`src/rtl/mux4_rr_arbiter_pkg.sv`:
```
// Shared definitions for the 4-way round-robin mux arbiter: FSM encoding,
// default parameters and a small one-hot helper.
package mux4_rr_arbiter_pkg;

  typedef enum logic {
    IDLE  = 1'b0,
    GRANT = 1'b1
  } state_e;

  localparam int DEFAULT_MAX_HOLD = 8;
  localparam int DEFAULT_CW       = 8;

  // Index -> one-hot grant vector.
  function automatic logic [3:0] onehot4(input logic [1:0] idx);
    logic [3:0] v;
    v      = 4'b0000;
    v[idx] = 1'b1;
    return v;
  endfunction

endpackage

```
`src/rtl/mux4_rr_arbiter_if.sv`:
```
// Request/grant bundle between four requesters and the arbiter.
//
// Handshake: req[i] is a level request held high for as long as requester i
// wants the resource. gnt[i] is the registered acceptance. A transfer owns the
// resource on every cycle where gnt[i] is high. Dropping req[i] releases it at
// the next edge. {S1,S0} drives the mux select and holds its last value while
// idle. dbg_state and dbg_cnt expose the FSM state and the hold counter.
interface mux4_rr_arbiter_if
  import mux4_rr_arbiter_pkg::*;
#(
  parameter int CW = DEFAULT_CW
) ();

  logic [3:0]    req;
  logic [3:0]    gnt;
  logic          S1;
  logic          S0;
  logic          busy;
  logic          preempt;
  state_e        dbg_state;
  logic [CW-1:0] dbg_cnt;

  // Requester side.
  modport master (
    output req,
    input  gnt, S1, S0, busy, preempt, dbg_state, dbg_cnt
  );

  // Arbiter side.
  modport slave (
    input  req,
    output gnt, S1, S0, busy, preempt, dbg_state, dbg_cnt
  );

endinterface

```
`src/rtl/mux4_rr_arbiter_rr_pick4.sv`:
```
// Combinational round-robin picker: the first set request bit found while
// scanning last+1, last+2, ... modulo 4. Reusable by other 4-way arbiters.
module rr_pick4 (
  input  logic [3:0] req,
  input  logic [1:0] last,
  output logic [1:0] winner,
  output logic       valid
);

  logic [1:0] idx;

  // Rotating priority scan starting just after the previous winner.
  always_comb begin
    winner = 2'd0;
    valid  = 1'b0;
    idx    = 2'd0;
    for (int k = 1; k <= 4; k++) begin
      idx = last + 2'(k);
      if (!valid && req[idx]) begin
        winner = idx;
        valid  = 1'b1;
      end
    end
  end

endmodule

```
`src/rtl/mux4_rr_arbiter.sv`:
```
// Round-robin arbiter for a shared 4:1 mux path. Registers a one-hot grant,
// drives the mux select directly and revokes a grant once it has been held
// MAX_HOLD cycles while another requester is waiting.
module mux4_rr_arbiter
  import mux4_rr_arbiter_pkg::*;
#(
  parameter int MAX_HOLD = DEFAULT_MAX_HOLD,
  parameter int CW       = DEFAULT_CW
) (
  input  logic              clk,
  input  logic              reset,
  mux4_rr_arbiter_if.slave  bus
);

  localparam logic [CW-1:0] MAX_HOLD_C = CW'(MAX_HOLD);

  state_e        state_q, state_d;
  logic [3:0]    gnt_q, gnt_d;
  logic [1:0]    sel_q, sel_d;
  logic          busy_q, busy_d;
  logic          preempt_q, preempt_d;
  logic [1:0]    last_q, last_d;
  logic [CW-1:0] cnt_q, cnt_d;

  logic [1:0]    winner;
  logic          winner_valid;
  logic          others_waiting;

  rr_pick4 u_pick (
    .req    (bus.req),
    .last   (last_q),
    .winner (winner),
    .valid  (winner_valid)
  );

  // Another requester is waiting if any request bit outside the holder is set.
  assign others_waiting = |(bus.req & ~gnt_q);

  // Next-state and next-output logic for the IDLE/GRANT FSM.
  always_comb begin
    state_d   = state_q;
    gnt_d     = gnt_q;
    sel_d     = sel_q;
    busy_d    = busy_q;
    preempt_d = 1'b0;
    last_d    = last_q;
    cnt_d     = cnt_q;
    unique case (state_q)
      IDLE: begin
        if (winner_valid) begin
          state_d = GRANT;
          gnt_d   = onehot4(winner);
          sel_d   = winner;
          busy_d  = 1'b1;
          cnt_d   = CW'(1);
          last_d  = winner;
        end
      end
      GRANT: begin
        // Release wins over timeout; select keeps the last index either way.
        if (!bus.req[sel_q]) begin
          state_d = IDLE;
          gnt_d   = 4'b0000;
          busy_d  = 1'b0;
          cnt_d   = '0;
        end else if ((cnt_q >= MAX_HOLD_C) && others_waiting) begin
          state_d   = IDLE;
          gnt_d     = 4'b0000;
          busy_d    = 1'b0;
          preempt_d = 1'b1;
          cnt_d     = '0;
        end else if (cnt_q < MAX_HOLD_C) begin
          cnt_d = cnt_q + CW'(1);
        end
      end
      default: begin
        state_d = IDLE;
      end
    endcase
  end

  // State and output registers with synchronous reset.
  always_ff @(posedge clk) begin
    if (reset) begin
      state_q   <= IDLE;
      gnt_q     <= 4'b0000;
      sel_q     <= 2'd0;
      busy_q    <= 1'b0;
      preempt_q <= 1'b0;
      last_q    <= 2'd3;
      cnt_q     <= '0;
    end else begin
      state_q   <= state_d;
      gnt_q     <= gnt_d;
      sel_q     <= sel_d;
      busy_q    <= busy_d;
      preempt_q <= preempt_d;
      last_q    <= last_d;
      cnt_q     <= cnt_d;
    end
  end

  assign bus.gnt       = gnt_q;
  assign bus.S1        = sel_q[1];
  assign bus.S0        = sel_q[0];
  assign bus.busy      = busy_q;
  assign bus.preempt   = preempt_q;
  assign bus.dbg_state = state_q;
  assign bus.dbg_cnt   = cnt_q;

  // Structural invariants of the grant outputs.
  a_gnt_onehot0 : assert property (@(posedge clk) $onehot0(gnt_q));
  a_busy_gnt    : assert property (@(posedge clk) busy_q == (|gnt_q));
  a_sel_match   : assert property (@(posedge clk) busy_q |-> gnt_q[sel_q]);
  a_preempt_1c  : assert property (@(posedge clk) disable iff (reset)
                                   preempt_q |=> !preempt_q);

endmodule

```
`src/flat_wrapper.sv`:
```
// flat-port wrapper written by rule: the top's interface ports become plain ports
module mux4_rr_arbiter_flat import mux4_rr_arbiter_pkg::*;
#(
  parameter int MAX_HOLD = DEFAULT_MAX_HOLD,
  parameter int CW       = DEFAULT_CW
)
  (clk, reset, bus_req, bus_gnt, bus_S1, bus_S0, bus_busy, bus_preempt, bus_dbg_state, bus_dbg_cnt);
  mux4_rr_arbiter_if #(.CW(CW)) bus_i ();
  input  logic clk;
  input  logic reset;
  input wire logic [$bits(bus_i.req)-1:0] bus_req;
  output wire logic [$bits(bus_i.gnt)-1:0] bus_gnt;
  output wire logic [$bits(bus_i.S1)-1:0] bus_S1;
  output wire logic [$bits(bus_i.S0)-1:0] bus_S0;
  output wire logic [$bits(bus_i.busy)-1:0] bus_busy;
  output wire logic [$bits(bus_i.preempt)-1:0] bus_preempt;
  output wire logic [$bits(bus_i.dbg_state)-1:0] bus_dbg_state;
  output wire logic [$bits(bus_i.dbg_cnt)-1:0] bus_dbg_cnt;
  assign bus_i.req = bus_req;
  assign bus_gnt = bus_i.gnt;
  assign bus_S1 = bus_i.S1;
  assign bus_S0 = bus_i.S0;
  assign bus_busy = bus_i.busy;
  assign bus_preempt = bus_i.preempt;
  assign bus_dbg_state = bus_i.dbg_state;
  assign bus_dbg_cnt = bus_i.dbg_cnt;
  mux4_rr_arbiter #(.MAX_HOLD(MAX_HOLD), .CW(CW)) u_core (.clk(clk), .reset(reset), .bus(bus_i));
endmodule
```
`config.mk`:
```
export PLATFORM = sky130hd
export DESIGN_NAME = mux4_rr_arbiter_flat
export DESIGN_NICKNAME = d
export VERILOG_FILES = /design/src/rtl/mux4_rr_arbiter_pkg.sv /design/src/rtl/mux4_rr_arbiter_if.sv /design/src/rtl/mux4_rr_arbiter_rr_pick4.sv /design/src/rtl/mux4_rr_arbiter.sv /design/src/flat_wrapper.sv
export SDC_FILE = /design/constraint.sdc
export NUM_CORES = 1
export LEC_CHECK = 0
export BUFFER_PORTS_ARGS = -buffer_cell sky130_fd_sc_hd__buf_2
export CORE_MARGIN = 2
export CORE_UTILIZATION = 50
export DETAILED_ROUTE_END_ITERATION = 10
export PLACE_DENSITY = 0.76
export RECOVER_POWER = 100
export SYNTH_ARGS = -nofsm -noshare
export SYNTH_HDL_FRONTEND = slang
export SYNTH_SLANG_ARGS = --single-unit
```
`constraint.sdc`:
```
create_clock -name clk -period 1.7 [get_ports clk]
set_input_delay 0 -clock clk [delete_from_list [all_inputs] [get_ports clk]]
set_output_delay 0 -clock clk [all_outputs]
set_load 0.02 [all_outputs]
```
==> run metrics, run 1 <==
Post-Syn Instances 107; detailed-route via count 884; # rows 15; worst endpoint data arrival time 1780 ps; share of power burned in registers 54.4%; R2R Path Start u_core.sel_q[1]; global-route wire length before repair 3200 µm; Hold Path Class primary input to flip-flop; Synth cell types 38; TNS Setup 0 ps; Layout area overhead 14.5%; Clk Tree Root Cell clkbuf_4; net count after synthesis 115; commonest non-fill, non-tap cell in the layout dfxtp_1; fin nets 141; met3 GRT Util 4.91%; Logic pwr share 20.3%; RSZ-0062 raised after global routing no; register area share after synthesis 40.1%; Worst setup EP type flip-flop; mapped cell area 948 µm²; num ports 23; Slew Limit Fails 0; P_sw 0.293 mW; TritonRoute pass-1 iters 4; maxcap violations 0; max_slew headroom 62.9%; initial DRC count 15; Period minus WS final 1570 ps; crit path to u_core.bus.dbg_cnt[4]; VDD IR max 0.000660 V; number of global-route vias before repair 753; ranking of synthesized cells by area dfxtp_1, nor2b_1, a21oi_1; critical path class flip-flop to flip-flop; grt peak-use layer met2; core area 1760 µm²; I/O Buffers 22; post-CTS resize count 0; Sw Share 31.6%; Die W 47.6 µm; average cell area after synthesis 8.86 µm²; most frequent cells in the layout dfxtp_1, clkbuf_1; H-tree levels 1; required time worst endpoint 1910 ps; # Post-CTS Setup Buffers 0; # diodes 0; power share of the clock group 25.3%; GR Util met1 25.6%; area of the multi-input gates 542 µm²; share of the synthesized area in the top cell type 40.1%; WHS Path Cells 2; vias per cell 5.63; largest net degree at the start of global routing 13; met2 usage 31.6%; status finished clean; non-filler instance count after layout 157; chip height 47.6 µm; # hold bufs at CTS 0; Reg clk slew, reported paths 110 ps; DRC 0; reg2reg setup slack 130 ps; PwrDens 855 nW/µm²; Final setup viols 0; GR Overflow Total 0; Slew @ Worst Pin 551 ps; Seq cells post-synth 19; CP Max Fanout 5; DR WL/cell 12.9 µm; initial antenna violation count 0; layout cell share with drive strength beyond 1 9.85%; CTS sink cnt 19; leakage power 0.401 nW; Routed Antenna Nets 0; Max Clk Rate 635 MHz; synth warn 0; CTS tree done; Reg2Reg Depth 5; Worst R2R End u_core.bus.dbg_cnt[4]; crit path launch type flip-flop; Register Area 382 µm²; Fillers 181; cell taking the most area after synthesis dfxtp_1; Num CTS Buffers 3; Initial Utilization 53.8%; CTS Buffer Depth 2; Period Utilization, post-route 92.6%; Die Footprint 2260 µm²; gr usage total 20.7%; Setup Skew 1.78 ps; final WL 2030 µm; gp weighted congestion 0.776; Worst Setup SP u_core.sel_q[1]; Pint 0.636 mW; worst-skew pair later-pin latency 300 ps; HPWL after DPL 1490 µm; placed insts 152; Hold Vio Cnt, Final 0; WHS 33.5 ps
[flip-flops by register name (all words and copies together) (netlist names)]
| name | count |
|---|---|
| u_core.bus.dbg_cnt | 8 |
| u_core.bus.gnt | 4 |
| u_core.last_q | 2 |
| u_core.sel_q | 2 |
| u_core.bus.busy | 1 |
| u_core.bus.dbg_state | 1 |
| u_core.bus.preempt | 1 |
[logic make-up (layout without fill, tap and decap cells)]
kind of cell / after synthesis / in the layout / share of synthesized area (%)
multiplexers: 2 / 2 / 2.11
adder cells (fa/ha/maj): 2 / 2 / 2.64
buffers and inverters: 6 / 30 / 3.30
AO/OA/AOI/OAI: 33 / 34 / 26.0
flip-flops: 19 / 19 / 40.1
AND/OR/NAND/NOR: 45 / 45 / 25.9
[cell usage after synthesis]
| cell type | n |
|---|---|
| a311o_1 | 1 |
| o2bb2ai_1 | 2 |
| inv_1 | 4 |
| a21oi_4 | 1 |
| or2_2 | 1 |
| a21oi_1 | 8 |
| buf_2 | 1 |
| nand3_1 | 1 |
| a21o_2 | 1 |
| dfxtp_1 | 19 |
| o31a_1 | 1 |
| buf_6 | 1 |
| o2111ai_1 | 1 |
| o22a_1 | 1 |
| and2b_1 | 1 |
| nand2b_1 | 4 |
| nor3_1 | 5 |
| o21ai_0 | 3 |
| nor4_1 | 1 |
| a31oi_1 | 3 |
| and4_1 | 2 |
| o22ai_1 | 1 |
| nand3b_1 | 1 |
| a21boi_2 | 1 |
| and2_1 | 1 |
| or2b_1 | 3 |
| ha_1 | 2 |
| nor2b_1 | 8 |
| a41oi_1 | 2 |
| nor2_1 | 8 |
| a22o_1 | 2 |
| and3_1 | 1 |
| nand2_1 | 8 |
| a21o_1 | 2 |
| a221oi_1 | 1 |
| a21bo_1 | 1 |
| mux2i_1 | 2 |
| o21bai_1 | 1 |
[per-layer routing]
metal  vias to the layer above  part of all wire (%)
li1                        443                     -
met1                       414                    46
met2                        22                    47
met3                         5                   4.8
met4                         0                   2.6
met5                         -                     0
[worst min-delay path by stage]
stage          slack [ps]   from                    end
6_report               30  reset   u_core.bus.dbg_state
5_1_grt                30  reset  u_core.bus.dbg_cnt[1]
4_1_cts                30  reset  u_core.bus.dbg_cnt[1]
3_5_place_dp          350  reset  u_core.bus.dbg_cnt[1]
3_3_place_gp          350  reset        u_core.bus.busy
2_1_floorplan         220  reset      u_core.bus.gnt[3]
[metrics by stage]
step                setup slack [ps]  utilization [%]  total power, mW  instance area, µm²
detailed placement               110             60.9            0.708                1070
global route                    10.2             61.6            0.979                1090
CTS                             60.4             62.4            0.939                1100
finish                           125             61.6            0.929                1090
floorplan                       95.5                -            0.648                 948
global placement                 198             60.9            0.703                1070
[layout make-up]
class                           count  area share (%)
Sequential cell                    19            35.1
Timing Repair Buffer               22            8.18
Clock buffer                        3            2.07
Inverter                            4            1.38
Multi-Input combinational cell     83            49.9
Clock inverter                      1           0.461
Tap cell                           25            2.88
[worst max-delay path, cell delays in order, from the launching register on]
cell,delay (ps)
dfxtp_2,360
mux2i_1,140
o22a_1,280
o31a_1,390
a41oi_1,250
nor2b_1,70
[power by group through the flow]
stage | combinational, mW | sequential, mW | clock, mW
CTS | 0.194 | 0.505 | 0.240
floorplan | 0.111 | 0.537 | 0
global placement | 0.190 | 0.513 | 0
finish | 0.188 | 0.505 | 0.235
detailed placement | 0.193 | 0.515 | 0
global route | 0.207 | 0.511 | 0.261
Note: power is estimated with default switching activity, not from simulation.
==> run 2: changes to the inputs <==
--- a/config.mk
+++ b/config.mk
@@ -6,7 +6,7 @@
 export NUM_CORES = 1
 export LEC_CHECK = 0
 export BUFFER_PORTS_ARGS = -buffer_cell sky130_fd_sc_hd__buf_2
-export CORE_MARGIN = 2
+export CORE_MARGIN = 8
 export CORE_UTILIZATION = 50
 export DETAILED_ROUTE_END_ITERATION = 10
 export PLACE_DENSITY = 0.76
==> run 2 against run 1 <==
Utilization is 0.14 points higher. Clock power is 2% lower. Critical path depth is 1 higher. Via count is 1.0% higher. Fmax is 2.8% lower. Worst setup slack worse by 46 ps. First-iteration DRC count is 27% higher. Sequential cell count stayed put. Sequential share of layout area is 0.081 points lower. Sequential power hardly changed. Non-clock buffer count is 1 higher. Die area is 57% higher.
==> run metrics, run 2 (synthesis gave the netlist of run 1 again) <==
hold path start reset; Setup Skew 5.74 ps (+3.96 ps); Hold Path Class primary input to flip-flop; Clk Tree Root Cell clkbuf_4; vias per cell 5.69 (+1.0%); fin nets 141 (unchanged); Critical Path Max Stage Delay 360 ps (-30 ps); Initial Utilization 53.8% (unchanged); final WL 2250 µm (+11%); # diodes 0 (unchanged); CP max-delay cell dfxtp_2; initial antenna violation count 0 (unchanged); power share of the clock group 24.9% (-0.4 points); Fillers 187 (+3.3%); CTS Buffer Depth 2 (unchanged); global-route wire length before repair 3820 µm (+19%); leakage power 0.403 nW (+0.56%); reg2reg setup slack 80 ps (-50 ps); Period minus WS final 1620 ps (+45.6 ps); Max Clk Rate 617 MHz (-2.8%); commonest non-fill, non-tap cell in the layout dfxtp_1; Layout area overhead 14.8%; PwrDens 852 nW/µm² (-0.37%); status finished clean; maxcap violations 0 (unchanged); detailed-route via count 893 (+1.0%); GR Overflow Total 0 (unchanged); WHS Path Cells 2 (unchanged); worst path buffer plus inverter count 1 (+1); R2R Path Start u_core.sel_q[1]; chip height 59.6 µm (+25%); DRC 0 (unchanged); layout cell share with drive strength beyond 1 11.4% (+1.5 points); Die W 59.6 µm (+25%); worst-skew pair later-pin latency 290 ps (about the same); max reg flops 8 (unchanged); gp weighted congestion 0.820 (+5.7%); Slew @ Worst Pin 525 ps (-25.7 ps); CTS sink cnt 19 (unchanged); Reg clk slew, reported paths 120 ps (about the same); Num CTS Buffers 3 (unchanged); HPWL after DPL 1720 µm (+15%); RSZ-0062 raised after global routing no; TNS Setup 0 ps (unchanged); # rows 15 (unchanged); H-tree levels 1 (unchanged); CTS tree done; Die Footprint 3550 µm² (+57%); I/O Buffers 22 (unchanged); Logic pwr share 20.6% (+0.3 points); share of power burned in registers 54.5% (about the same); gr usage total 13.5% (-7.3 points); max_slew headroom 64.7% (+1.7 points); most frequent cells in the layout dfxtp_1, clkbuf_1; Final setup viols 0 (unchanged); kind of cell adding the most delay to the critical path compound AO/OA/AOI/OAI gates; crit path launch type flip-flop; VDD IR max 0.000473 V (-28%); crit path cell chain mux2i_1 -> o22a_1 -> o31a_1 -> buf_4 -> a41oi_1 -> nor2b_1; hold endpoint u_core.sel_q[1]; CP Max Fanout 10 (+5); TritonRoute pass-1 iters 4 (unchanged); Worst R2R End u_core.bus.dbg_cnt[4]; DR WL/cell 14.4 µm (+11%); num ports 23 (unchanged); Sw Share 31.4% (-0.14 points); initial DRC count 19 (+4); worst endpoint data arrival time 1820 ps (+40 ps); Pint 0.636 mW (about the same); Reg2Reg Depth 6 (+1); Period Utilization, post-route 95.3% (+2.7 points); Slew Limit Fails 0 (unchanged); number of global-route vias before repair 923 (+23%); overall power consumption 0.928 mW (-0.15%); Worst setup EP type flip-flop; required time worst endpoint 1900 ps (about the same); P_sw 0.291 mW (-0.60%); critical path class flip-flop to flip-flop; core area 1760 µm² (unchanged); largest net degree at the start of global routing 13 (unchanged); Hold Vio Cnt, Final 0 (unchanged); Routed Antenna Nets 0 (unchanged)
==> run 2: timing repair <==
action,4_1_cts,5_1_grt
buffers inserted,0,1
setup endpoints to repair,0,7
hold buffers,0,0
resized for setup,0,1
==> run 2: layer usage <==
metal	vias up	share of wire (%)	global-route usage, %
li1	440	-	-
met1	428	45	15.3
met2	23	50	23.9
met3	2	5.1	2.60
met4	0	0.67	5.10
met5	-	0	0
==> run 2: area by class of cell <==
type | count | area [µm²] | area share, %
Timing Repair Buffer | 23 | 96.3 | 8.85
Clock buffer | 3 | 22.5 | 2.07
Inverter | 4 | 15.0 | 1.38
Sequential cell | 19 | 382 | 35.1
Tap cell | 25 | 31.3 | 2.87
Clock inverter | 1 | 5.00 | 0.460
Multi-Input combinational cell | 82 | 537 | 49.3
==> run 2: worst max path at each step <==
stage	cells after the start	slack, ps	endpoint	start
detailed placement	5	110	u_core.bus.dbg_cnt[4]	u_core.sel_q[1]
CTS	5	90	u_core.bus.dbg_cnt[4]	u_core.sel_q[1]
finish	6	80	u_core.bus.dbg_cnt[4]	u_core.sel_q[1]
global route	6	30	u_core.bus.dbg_cnt[4]	u_core.sel_q[1]
floorplan	6	100	u_core.bus.dbg_cnt[3]	u_core.sel_q[1]
global placement	5	200	u_core.bus.dbg_cnt[4]	u_core.sel_q[1]
==> run 2: through the flow <==
stage               utilization, %  instance area, µm²  instances  hold slack (ps)  setup slack (ps)
CTS                           62.4                1100        156             39.1              86.7
detailed placement            60.9                1070        152              354               109
global placement              60.9                1070        152              349               197
global route                  61.7                1090        157             55.1              30.8
finish                        61.7                1090        157             45.9              79.8
floorplan                        -                 948        107              215              95.5
==> run 2: worst reg2reg max path, cell delays in order (launching register included) <==
cell and delay [ps]:
dfxtp_2 360, mux2i_1 140, o22a_1 260, o31a_1 300
buf_4 170, a41oi_1 240, nor2b_1 70
==> run 2: power by group through the flow <==
stage	logic, mW	registers [mW]	clock network [mW]
2_1_floorplan	0.111	0.537	0
3_3_place_gp	0.191	0.513	0
3_5_place_dp	0.197	0.514	0
4_1_cts	0.197	0.504	0.230
5_1_grt	0.210	0.511	0.254
6_report	0.191	0.505	0.231
==> run 3: changes to the inputs <==
--- a/config.mk
+++ b/config.mk
@@ -9,6 +9,7 @@
 export CORE_MARGIN = 8
 export CORE_UTILIZATION = 50
 export DETAILED_ROUTE_END_ITERATION = 10
+export HOLD_SLACK_MARGIN = 0.12
 export PLACE_DENSITY = 0.76
 export RECOVER_POWER = 100
 export SYNTH_ARGS = -nofsm -noshare
==> run 3 against run 2 <==
Combinational power hardly changed. Routed wire length up 0.93%. Critical path depth unchanged. Final area up 0.92%. Largest cell class unchanged.
==> run metrics, run 3 (synthesis gave the netlist of run 1 again) <==
status finished clean; TritonRoute pass-1 iters 4 (unchanged); final instance area 1100 µm² (+0.92%); Reg clk slew, reported paths 120 ps (about the same); CP Max Fanout 10 (unchanged); worst endpoint data arrival time 1820 ps (about the same); worst-skew pair later-pin latency 290 ps (about the same); H-tree levels 1 (unchanged); CTS sink cnt 19 (unchanged); max_slew headroom 64.8% (+0.13 points); power share of the clock group 24.9% (about the same); Worst Setup SP u_core.sel_q[1]; core area 1760 µm² (unchanged); commonest non-fill, non-tap cell in the layout dfxtp_1; Clk Tree Root Cell clkbuf_4; required time worst endpoint 1900 ps (about the same); P_sw 0.292 mW (+0.16%); Pint 0.638 mW (+0.24%); reg2reg setup slack 80 ps (about the same); num ports 23 (unchanged); layout cell share with drive strength beyond 1 11.3% (-0.085 points); Critical Path Max Stage Delay 360 ps (about the same); CTS tree done; DR WL/cell 14.4 µm (+0.29%); global-route wire length before repair 3820 µm (unchanged); initial antenna violation count 0 (unchanged); number of global-route vias before repair 923 (unchanged); final WL 2270 µm (+0.93%); Layout area overhead 15.8%; # rows 15 (unchanged); Period minus WS final 1620 ps (-0.122 ps); Final setup viols 0 (unchanged); HPWL after DPL 1720 µm (unchanged); VDD IR max 0.000473 V (+0.11%); TNS Setup 0 ps (unchanged); share of power burned in registers 54.4% (about the same); fin nets 142 (+0.71%); max reg flops 8 (unchanged); overall power consumption 0.930 mW (+0.21%); CP max-delay cell dfxtp_2; initial DRC count 15 (-4); Worst setup EP type flip-flop; hold path start bus_req[2]; Slew @ Worst Pin 523 ps (-1.93 ps); non-filler instance count after layout 158 (+0.64%); worst setup margin 79.9 ps (+0.122 ps); largest net degree at the start of global routing 13 (unchanged); chip height 59.6 µm (unchanged); vias per cell 5.67 (-0.30%); Die W 59.6 µm (unchanged); Num CTS Buffers 3 (unchanged); maxcap violations 0 (unchanged); detailed-route via count 896 (+0.34%); # diodes 0 (unchanged); RSZ-0062 raised after global routing no; leakage power 0.407 nW (+1.0%); I/O Buffers 22 (unchanged); critical path class flip-flop to flip-flop; R2R Path Start u_core.sel_q[1]; Routed Antenna Nets 0 (unchanged); placed insts 152 (unchanged); Fillers 186 (-0.53%); most frequent cells in the layout dfxtp_1, clkbuf_1; DP Area 1070 µm² (unchanged); crit path cell chain mux2i_1 -> o22a_1 -> o31a_1 -> buf_4 -> a41oi_1 -> nor2b_1; Hold Vio Cnt, Final 0 (unchanged); DRC 0 (unchanged); crit path launch type flip-flop; gr usage total 13.5% (unchanged); PwrDens 846 nW/µm² (-0.70%); GR Overflow Total 0 (unchanged); Hold Path Class primary input to flip-flop; Period Utilization, post-route 95.3% (about the same); Slew Limit Fails 0 (unchanged); gp weighted congestion 0.820 (unchanged); Logic pwr share 20.8% (+0.2 points); Setup Skew 6.08 ps (+0.336 ps); CTS Buffer Depth 2 (unchanged); Sw Share 31.4% (about the same); Initial Utilization 53.8% (unchanged); Die Footprint 3550 µm² (unchanged); Max Clk Rate 617 MHz (about the same); Setup WS pre-CTS 109 ps (unchanged)
## run 3: metrics by stage
step	hold WS (ps)	utilization [%]
2_1_floorplan	215	-
3_3_place_gp	349	60.9
3_5_place_dp	354	60.9
4_1_cts	259	63.0
5_1_grt	276	62.3
6_report	261	62.3
## run 3: path summary, 6_finish.rpt
path	to	cells after the start
setup / recovery	u_core.bus.dbg_cnt[4]	6
hold / removal	u_core.bus.gnt[3]	4
setup reg to reg	u_core.bus.dbg_cnt[4]	6
hold reg to reg	u_core.bus.busy	2
## run 3: what timing repair did
| action | CTS | global route |
|---|---|---|
| setup endpoints to repair | 0 | 7 |
| resized for setup | 0 | 1 |
| hold buffers | 1 | 0 |
| buffers inserted | 0 | 1 |
| hold endpoints to repair | 9 | 0 |
## run 3: power groups by stage
stage	Sequential [mW]	Clock (mW)	Combinational [mW]
6_report	0.505	0.231	0.193
4_1_cts	0.504	0.230	0.199
5_1_grt	0.511	0.254	0.211
3_3_place_gp	0.513	0	0.191
3_5_place_dp	0.514	0	0.197
2_1_floorplan	0.537	0	0.111
## run 3: worst max-delay path: cells and delay by family, from the launching register on
family / cells / cell delay, ps
flops: 1 / 360
simple gates: 1 / 60
buf+inv: 1 / 160
compound gates: 3 / 800
mux: 1 / 140
## run 3: final cells by class
class	count	area (µm²)	area share (%)
tap	25	31.3	2.85
clock inverter	1	5.00	0.456
multi-input combinational	82	537	48.9
clock buffer	3	22.5	2.05
sequential	19	382	34.7
timing repair buffer	24	106	9.68
inverter	4	15.0	1.37
## run 3: routing by layer
| layer | wire (µm) | part of all wire, % | up-vias | track usage [%] |
|---|---|---|---|---|
| met5 | 0 | 0 | - | 0 |
| met2 | 1130 | 50 | 23 | 23.9 |
| met1 | 1020 | 45 | 428 | 15.3 |
| met4 | 15 | 0.66 | 0 | 5.10 |
| li1 | - | - | 443 | - |
| met3 | 114 | 5.0 | 2 | 2.60 |
